`src/rtl/bsort_pkg.sv`:
```
// ---------------------------------------------------------------------------
// bsort_pkg
// Shared definitions for the bubble-sort sequencer:
//   - default element / address widths
//   - minimum length that needs any sorting work
//   - one-hot state encoding of the sequencer FSM
// ---------------------------------------------------------------------------
package bsort_pkg;

  localparam int BSORT_DATA_W = 32;
  localparam int BSORT_ADDR_W = 8;
  localparam int MIN_SORT_LEN = 2;

  typedef enum logic [9:0] {
    S_IDLE     = 10'b00_0000_0001,
    S_SETUP    = 10'b00_0000_0010,
    S_RD_A     = 10'b00_0000_0100,
    S_RD_B     = 10'b00_0000_1000,
    S_CMP      = 10'b00_0001_0000,
    S_WR_A     = 10'b00_0010_0000,
    S_WR_B     = 10'b00_0100_0000,
    S_NEXT     = 10'b00_1000_0000,
    S_PASS_END = 10'b01_0000_0000,
    S_DONE     = 10'b10_0000_0000
  } state_e;

endpackage

```
`src/rtl/bsort_index_ctr.sv`:
```
// ---------------------------------------------------------------------------
// bsort_index_ctr
// Pair index (idx) and pass limit (limit) registers of the bubble sort.
// Ports:
//   clock, reset   : clock, asynchronous active-low reset
//   load           : start of sort: limit <= length, idx <= 0
//   next_pass      : new pass:      limit <= limit-1, idx <= 0
//   inc            : advance to the next pair: idx <= idx+1
//   length         : element count to load
//   idx, limit     : current register values
//   idx_nxt        : value idx takes at the next edge (used for
//                    registering the RAM address one cycle ahead)
//   last_pair      : idx+1 == limit-1, i.e. the current pair ends the pass
//   limit_gt2      : another pass can still shrink the range
// ---------------------------------------------------------------------------
module bsort_index_ctr
  import bsort_pkg::*;
#(
  parameter int ADDR_W = BSORT_ADDR_W
) (
  input  logic              clock,
  input  logic              reset,
  input  logic              load,
  input  logic              next_pass,
  input  logic              inc,
  input  logic [ADDR_W-1:0] length,
  output logic [ADDR_W-1:0] idx,
  output logic [ADDR_W-1:0] idx_nxt,
  output logic [ADDR_W-1:0] limit,
  output logic              last_pair,
  output logic              limit_gt2
);

  logic [ADDR_W-1:0] idx_q, idx_d;
  logic [ADDR_W-1:0] limit_q, limit_d;

  // NOTE: every signal gets a default before the conditional updates, so
  // no path leaves it unassigned and no latch is inferred.
  always_comb begin
    idx_d   = idx_q;
    limit_d = limit_q;
    if (load) begin
      limit_d = length;
      idx_d   = '0;
    end else if (next_pass) begin
      limit_d = limit_q - ADDR_W'(1);
      idx_d   = '0;
    end else if (inc) begin
      idx_d = idx_q + ADDR_W'(1);
    end
  end

  // NOTE: state registers use non-blocking assignments so every flop
  // samples the pre-edge values regardless of block ordering.
  always_ff @(posedge clock or negedge reset) begin
    if (!reset) begin
      idx_q   <= '0;
      limit_q <= '0;
    end else begin
      idx_q   <= idx_d;
      limit_q <= limit_d;
    end
  end

  assign idx       = idx_q;
  assign idx_nxt   = idx_d;
  assign limit     = limit_q;
  // limit never exceeds 2^ADDR_W-1, so idx+1 cannot wrap here.
  assign last_pair = (idx_q + ADDR_W'(1)) == (limit_q - ADDR_W'(1));
  assign limit_gt2 = limit_q > ADDR_W'(MIN_SORT_LEN);

endmodule

```
`src/rtl/bubble_sort_control.sv`:
```
// ---------------------------------------------------------------------------
// bubble_sort_control
// In-place ascending (unsigned, stable) bubble-sort sequencer driving a
// single-port synchronous-read RAM. Passes repeat, each one element shorter,
// until a pass performs no swap.
// Ports:
//   clock, reset          : clock, asynchronous active-low reset
//   go                    : start request, sampled in IDLE and DONE
//   length                : element count, latched at start
//   mem_addr/rd/wr/wdata  : RAM interface (read data valid the cycle after rd)
//   mem_rdata             : RAM read data
//   busy                  : high in every state except IDLE and DONE
//   done                  : high in DONE until the next go
// Optional build macro BSORT_STATS_EN adds:
//   swap_count            : saturating count of swaps since start
//   pass_count            : number of passes started since start
// All outputs are registered: they are computed from the next state so
// they line up with the state they belong to.
// ---------------------------------------------------------------------------
module bubble_sort_control
  import bsort_pkg::*;
#(
  parameter int DATA_W = BSORT_DATA_W,
  parameter int ADDR_W = BSORT_ADDR_W
) (
  input  logic              clock,
  input  logic              reset,
  input  logic              go,
  input  logic [ADDR_W-1:0] length,
  output logic [ADDR_W-1:0] mem_addr,
  output logic              mem_rd,
  input  logic [DATA_W-1:0] mem_rdata,
  output logic              mem_wr,
  output logic [DATA_W-1:0] mem_wdata,
  output logic              busy,
  output logic              done
`ifdef BSORT_STATS_EN
  ,
  output logic [15:0]       swap_count,
  output logic [ADDR_W-1:0] pass_count
`endif
);

  state_e            state_q, state_d;
  logic              swapped_q, swapped_d;
  logic [DATA_W-1:0] elem_a_q, elem_a_d;
  logic [DATA_W-1:0] elem_b_q, elem_b_d;

  logic [ADDR_W-1:0] mem_addr_q, mem_addr_d;
  logic              mem_rd_q, mem_rd_d;
  logic              mem_wr_q, mem_wr_d;
  logic [DATA_W-1:0] mem_wdata_q, mem_wdata_d;
  logic              busy_q, busy_d;
  logic              done_q, done_d;

  logic              ctr_load, ctr_next_pass, ctr_inc;
  logic [ADDR_W-1:0] idx, idx_nxt, limit;
  logic              last_pair, limit_gt2;

  bsort_index_ctr #(.ADDR_W(ADDR_W)) u_index_ctr (
    .clock     (clock),
    .reset     (reset),
    .load      (ctr_load),
    .next_pass (ctr_next_pass),
    .inc       (ctr_inc),
    .length    (length),
    .idx       (idx),
    .idx_nxt   (idx_nxt),
    .limit     (limit),
    .last_pair (last_pair),
    .limit_gt2 (limit_gt2)
  );

  // Next state, counter controls and element capture.
  always_comb begin
    state_d       = state_q;
    swapped_d     = swapped_q;
    elem_a_d      = elem_a_q;
    elem_b_d      = elem_b_q;
    ctr_load      = 1'b0;
    ctr_next_pass = 1'b0;
    ctr_inc       = 1'b0;

    case (state_q)
      S_IDLE, S_DONE: if (go) state_d = S_SETUP;
      S_SETUP: begin
        ctr_load  = 1'b1;
        swapped_d = 1'b0;
        state_d   = (length < ADDR_W'(MIN_SORT_LEN)) ? S_DONE : S_RD_A;
      end
      S_RD_A: state_d = S_RD_B;
      S_RD_B: begin
        elem_a_d = mem_rdata;
        state_d  = S_CMP;
      end
      S_CMP: begin
        // Compare against the live read data; elem_b is captured in the
        // same edge. Strict '>' keeps equal elements in order.
        elem_b_d = mem_rdata;
        if (elem_a_q > mem_rdata) begin
          swapped_d = 1'b1;
          state_d   = S_WR_A;
        end else begin
          state_d = S_NEXT;
        end
      end
      S_WR_A: state_d = S_WR_B;
      S_WR_B: state_d = S_NEXT;
      S_NEXT: begin
        if (last_pair) begin
          state_d = S_PASS_END;
        end else begin
          ctr_inc = 1'b1;
          state_d = S_RD_A;
        end
      end
      S_PASS_END: begin
        if (swapped_q && limit_gt2) begin
          ctr_next_pass = 1'b1;
          swapped_d     = 1'b0;
          state_d       = S_RD_A;
        end else begin
          state_d = S_DONE;
        end
      end
      default: state_d = S_IDLE;
    endcase
  end

  // Outputs for the state being entered, using the index value that state
  // will see. Address and write data stay 0 outside their states.
  always_comb begin
    mem_addr_d  = '0;
    mem_rd_d    = 1'b0;
    mem_wr_d    = 1'b0;
    mem_wdata_d = '0;
    busy_d      = (state_d != S_IDLE) && (state_d != S_DONE);
    done_d      = (state_d == S_DONE);
    case (state_d)
      S_RD_A: begin
        mem_addr_d = idx_nxt;
        mem_rd_d   = 1'b1;
      end
      S_RD_B: begin
        mem_addr_d = idx_nxt + ADDR_W'(1);
        mem_rd_d   = 1'b1;
      end
      S_WR_A: begin
        mem_addr_d  = idx_nxt;
        mem_wdata_d = elem_b_d;
        mem_wr_d    = 1'b1;
      end
      S_WR_B: begin
        mem_addr_d  = idx_nxt + ADDR_W'(1);
        mem_wdata_d = elem_a_d;
        mem_wr_d    = 1'b1;
      end
      default: ;
    endcase
  end

  // NOTE: every register here, element registers included, has an
  // asynchronous reset value so all outputs drop the moment reset asserts.
  always_ff @(posedge clock or negedge reset) begin
    if (!reset) begin
      state_q     <= S_IDLE;
      swapped_q   <= 1'b0;
      elem_a_q    <= '0;
      elem_b_q    <= '0;
      mem_addr_q  <= '0;
      mem_rd_q    <= 1'b0;
      mem_wr_q    <= 1'b0;
      mem_wdata_q <= '0;
      busy_q      <= 1'b0;
      done_q      <= 1'b0;
    end else begin
      state_q     <= state_d;
      swapped_q   <= swapped_d;
      elem_a_q    <= elem_a_d;
      elem_b_q    <= elem_b_d;
      mem_addr_q  <= mem_addr_d;
      mem_rd_q    <= mem_rd_d;
      mem_wr_q    <= mem_wr_d;
      mem_wdata_q <= mem_wdata_d;
      busy_q      <= busy_d;
      done_q      <= done_d;
    end
  end

  assign mem_addr  = mem_addr_q;
  assign mem_rd    = mem_rd_q;
  assign mem_wr    = mem_wr_q;
  assign mem_wdata = mem_wdata_q;
  assign busy      = busy_q;
  assign done      = done_q;

`ifdef BSORT_STATS_EN
  logic [15:0]       swap_count_q, swap_count_d;
  logic [ADDR_W-1:0] pass_count_q, pass_count_d;

  // Cleared on entry to SETUP; a pass starts on every entry to RD_A with
  // idx=0 (only from SETUP or PASS_END, since NEXT always advances idx).
  always_comb begin
    swap_count_d = swap_count_q;
    pass_count_d = pass_count_q;
    if (state_d == S_SETUP) begin
      swap_count_d = '0;
      pass_count_d = '0;
    end else begin
      if ((state_d == S_WR_A) && (swap_count_q != 16'hFFFF))
        swap_count_d = swap_count_q + 16'd1;
      if ((state_d == S_RD_A) && (idx_nxt == '0))
        pass_count_d = pass_count_q + ADDR_W'(1);
    end
  end

  always_ff @(posedge clock or negedge reset) begin
    if (!reset) begin
      swap_count_q <= '0;
      pass_count_q <= '0;
    end else begin
      swap_count_q <= swap_count_d;
      pass_count_q <= pass_count_d;
    end
  end

  assign swap_count = swap_count_q;
  assign pass_count = pass_count_q;
`endif

endmodule

```
`config.mk`:
```
export PLATFORM = sky130hd
export DESIGN_NAME = bubble_sort_control
export DESIGN_NICKNAME = d
export VERILOG_FILES = /design/src/rtl/bsort_pkg.sv /design/src/rtl/bsort_index_ctr.sv /design/src/rtl/bubble_sort_control.sv
export SDC_FILE = /design/constraint.sdc
export NUM_CORES = 1
export LEC_CHECK = 0
export CAP_MARGIN = 30
export CORE_UTILIZATION = 32
export CTS_BUF_LIST = sky130_fd_sc_hd__clkbuf_8
export CTS_CLUSTER_SIZE = 25
export DETAILED_ROUTE_END_ITERATION = 8
export GPL_TIMING_DRIVEN = 0
export PLACE_DENSITY_LB_ADDON = 0.08
export SYNTH_ARGS = -nofsm -noshare
export SYNTH_HDL_FRONTEND = slang
export SYNTH_HIERARCHICAL = 1
export SYNTH_SLANG_ARGS = --single-unit
```
`constraint.sdc`:
```
create_clock -name clock -period 3.9 [get_ports clock]
set_input_delay 0.78 -clock clock [delete_from_list [all_inputs] [get_ports clock]]
set_output_delay 0.78 -clock clock [all_outputs]
set_load 0.02 [all_outputs]
```
==> results of run 1 <==
sequential cells by signal, indices dropped and copies added (netlist names):
register           count
busy                   1
done                   1
elem_a_q              32
elem_b_q              32
mem_addr               8
mem_rd                 1
mem_wdata             32
mem_wr                 1
state_q               10
swapped_q              1
u_index_ctr/idx        8
u_index_ctr/limit      8
through the flow:
stage / worst slack (ps) / TNS [ps]
finish: 243 / 0
CTS: 3.68 / 0
floorplan: 363 / 0
global route: -6.13 / -6.13
global placement: -3570 / -478070
detailed placement: -380 / -947
layer usage:
metal	vias up	GRT usage, %	routed length, um	share of wire (%)
li1	2607	-	-	-
met1	2612	22.8	8580	47
met2	98	29.3	8780	48
met3	18	4.07	708	3.9
met4	0	4.79	193	1.1
met5	-	0	0	0
cell type report:
cell class                      count  area, um2  share of cell area [%]
Tap cell                          270        338                    3.96
Clock inverter                     12        128                    1.50
Buffer                             29        149                    1.74
Timing Repair Buffer               94        940                    11.0
Multi-Input combinational cell    478       3160                    37.1
Clock buffer                       20        275                    3.23
Inverter                           43        161                    1.89
Sequential cell                   135       3380                    39.6
worst max-delay path, cell delays in order, from the launching register on:
cell and delay, ps:
dfrtp_2 460, inv_1 130, ha_4 180, nor3b_2 180, xnor2_1 150, xnor2_1 140, nand4_1 170, a2111oi_4 380
inv_1 100, and3_4 200, mux2i_1 140, nor2_2 200, nand3_1 140, or2_2 340, inv_1 60, nand3_1 80
and3_1 220, a221o_1 250
power by group through the flow:
stage	clock network, mW	logic (mW)	registers [mW]
detailed placement	0	1.37	1.96
global placement	0	1.34	1.95
CTS	1.23	1.41	1.94
finish	1.19	1.43	1.94
global route	1.29	1.63	1.98
floorplan	0	0.973	1.92
synthesized netlist by cell type, types with 2 or more instances:
cell / number / area, um2
nor2b_1: 6 / 37.5
dfrtp_1: 134 / 3350
mux2i_1: 2 / 20.0
nor3_1: 8 / 40.0
or3_1: 3 / 18.8
nand2b_1: 3 / 18.8
a21o_1: 2 / 15.0
xor2_1: 14 / 123
ha_1: 36 / 450
o21ai_1: 2 / 10.0
or4_4: 2 / 22.5
nand4b_1: 2 / 17.5
nor3b_1: 3 / 22.5
o21ai_0: 118 / 591
buf_2: 2 / 10.0
a21bo_2: 29 / 290
mux2_2: 2 / 22.5
a221o_1: 4 / 40.0
a21oi_1: 16 / 80.1
or2_2: 3 / 18.8
and3_1: 9 / 56.3
clkbuf_1: 24 / 90.1
o311ai_0: 2 / 17.5
inv_1: 43 / 161
nor2_1: 30 / 113
xnor2_1: 19 / 166
o211ai_1: 2 / 15.0
nand4_1: 14 / 87.6
buf_6: 5 / 56.3
nor4_1: 3 / 18.8
nand2_1: 99 / 372
nand3_1: 14 / 70.1
a21bo_1: 2 / 20.0
nand4_2: 2 / 25.0
nor3_2: 2 / 20.0
logic make-up after synthesis:
| family | count (synthesis) | share of synthesized area [%] |
|---|---|---|
| simple gates | 213 | 15.7 |
| compound gates | 191 | 18.0 |
| flops | 135 | 49.9 |
| buf+inv | 74 | 4.69 |
| fa+ha+maj | 36 | 6.65 |
| xor+xnor | 34 | 4.51 |
| mux | 4 | 0.628 |
what timing repair did:
action                     4_1_cts  5_1_grt
hold buffers                     0        0
pin swaps                        2        5
setup buffers                    3        3
setup endpoints to repair        5        3
resized for setup                9       10
worst paths after layout:
kind,start,endpoint
setup / recovery,u_index_ctr/limit[0],mem_addr[7]
hold / removal,reset,u_index_ctr/limit[6]
setup reg to reg,u_index_ctr/limit[0],mem_addr[7]
hold reg to reg,elem_b_q[0],elem_b_q[0]
max in group asynchronous,reset,elem_a_q[31]
min in group clock,elem_b_q[0],elem_b_q[0]
==> metrics, run 1 <==
largest net degree at the start of global routing 69; critical path class flip-flop to flip-flop; die area 21800 um2; Synth Cell Area 6780 um2; Iter 0 DRT Violations 263; Fin Clk Skew 15.3 ps; post-placement cell count 1045; Synth Flop Type dfrtp_1; Die X 148 um; WP data arrival 3990 ps; Seq/Total Area, Yosys 49.9%; post-synth cell types a little over 60; Fillers 2040; clock slew at reported path FFs approximately 80 ps; DR WL/cell roughly 17 um; initial antenna violation count 0; Syn Nets 766; drt via density 4.94; worst slew pin tran 1070 ps; async set-or-reset flop fraction in the synthesized netlist 100%; Root Buffer clkbuf_8; via count 5335; die height 148 um; cell count after synthesis 687; dpl hpwl 13000 um; switching share of power 35.1%; worst skew pair latency roughly 460 ps; cell depth of the worst flop-to-flop path 17; final core occ 41.6%; TritonCTS clock tree done; EDFF count, synth 0; sequential power share 42.6%; Comb power frac 31.3%; mean post-synth cell area approximately 10 um2; H-Tree Depth 4; CTS Buf Count 17; number of global-route vias before repair between 5k and 6k; CP required 4230 ps; critical path launch point type flip-flop; Starting Density 33.1%; Area growth, synth to finish 25.9%; crit-path max FO 7; commonest non-fill, non-tap cell in the layout dfrtp_1; io pins 87; DRC violations left 0; period utilisation layout a little over nine tenths; status complete, no violations; Peak VDD IR 0.201 mV; Yosys warning total 6; most frequent cells in the layout dfrtp_1 (133), o21ai_0 (118), nand2_1 (99), clkdlybuf4s50_1 (85), inv_1 (45); CTS Buffer Depth 2; Reg2Reg Setup Slack 240 ps; power per cell area between 500 and 600 nW/um2; wirelength, routed 18300 um; Slew headroom 28.0%; final setup vio count 0; cell area after layout 8530 um2; Final #Nets about 880; Finished Layout Cells about 1.1k; CP Capture Type flip-flop; Pins Over Slew Limit 0; final hold violation count 0; antenna cells 0; post-placement cell area 8010 um2; first-pass GRT wire length 29500 um; cell-internal power 2.96 mW; total track usage 17.6%; GP Congestion 0.845; worst hold path class primary input to async pin; Period minus WS final 3660 ps; post-layout power between 4 and 5 mW; ratio of cells with drive above 1 in the final layout 13.4%; synthesized flop and latch total 135; switching power 1.60 mW; Max Fclk 273 MHz; clock network power share between 20% and 30%; clk sink count 135; Pre-antenna DRT Iters 4; row count 52; # port buffers 86; post-route ant nets 0; leak pwr 3.99 nW; grt ovf 0; worst hold slack 337 ps; Core ar. 20500 um2; Max-Cap Viols 0
No activity file was read; power rests on OpenSTA's default activity.
==> inputs of run 2 (changes only) <==
==> constraint.sdc (replaced) <==
create_clock -name clock -period 3.9 [get_ports clock]
set_input_delay 0.585 -clock clock [delete_from_list [all_inputs] [get_ports clock]]
set_output_delay 0.585 -clock clock [all_outputs]
set_load 0.02 [all_outputs]
==> results of run 2 <==
Same layout as run 1 (identical final DEF). Status: complete, no violations.
Among the figures that moved: hold slack 337 ps -> 142 ps
==> inputs of run 3 (changes only) <==
--- a/config.mk
+++ b/config.mk
@@ -8,6 +8,7 @@
 export CAP_MARGIN = 30
 export CORE_UTILIZATION = 32
 export CTS_BUF_LIST = sky130_fd_sc_hd__clkbuf_8
+export CTS_CLUSTER_DIAMETER = 80
 export CTS_CLUSTER_SIZE = 25
 export DETAILED_ROUTE_END_ITERATION = 8
 export GPL_TIMING_DRIVEN = 0
==> results of run 3 <==
Same layout as run 1 (identical final DEF). Status: complete, no violations.
Among the figures that moved: hold slack 337 ps -> 142 ps
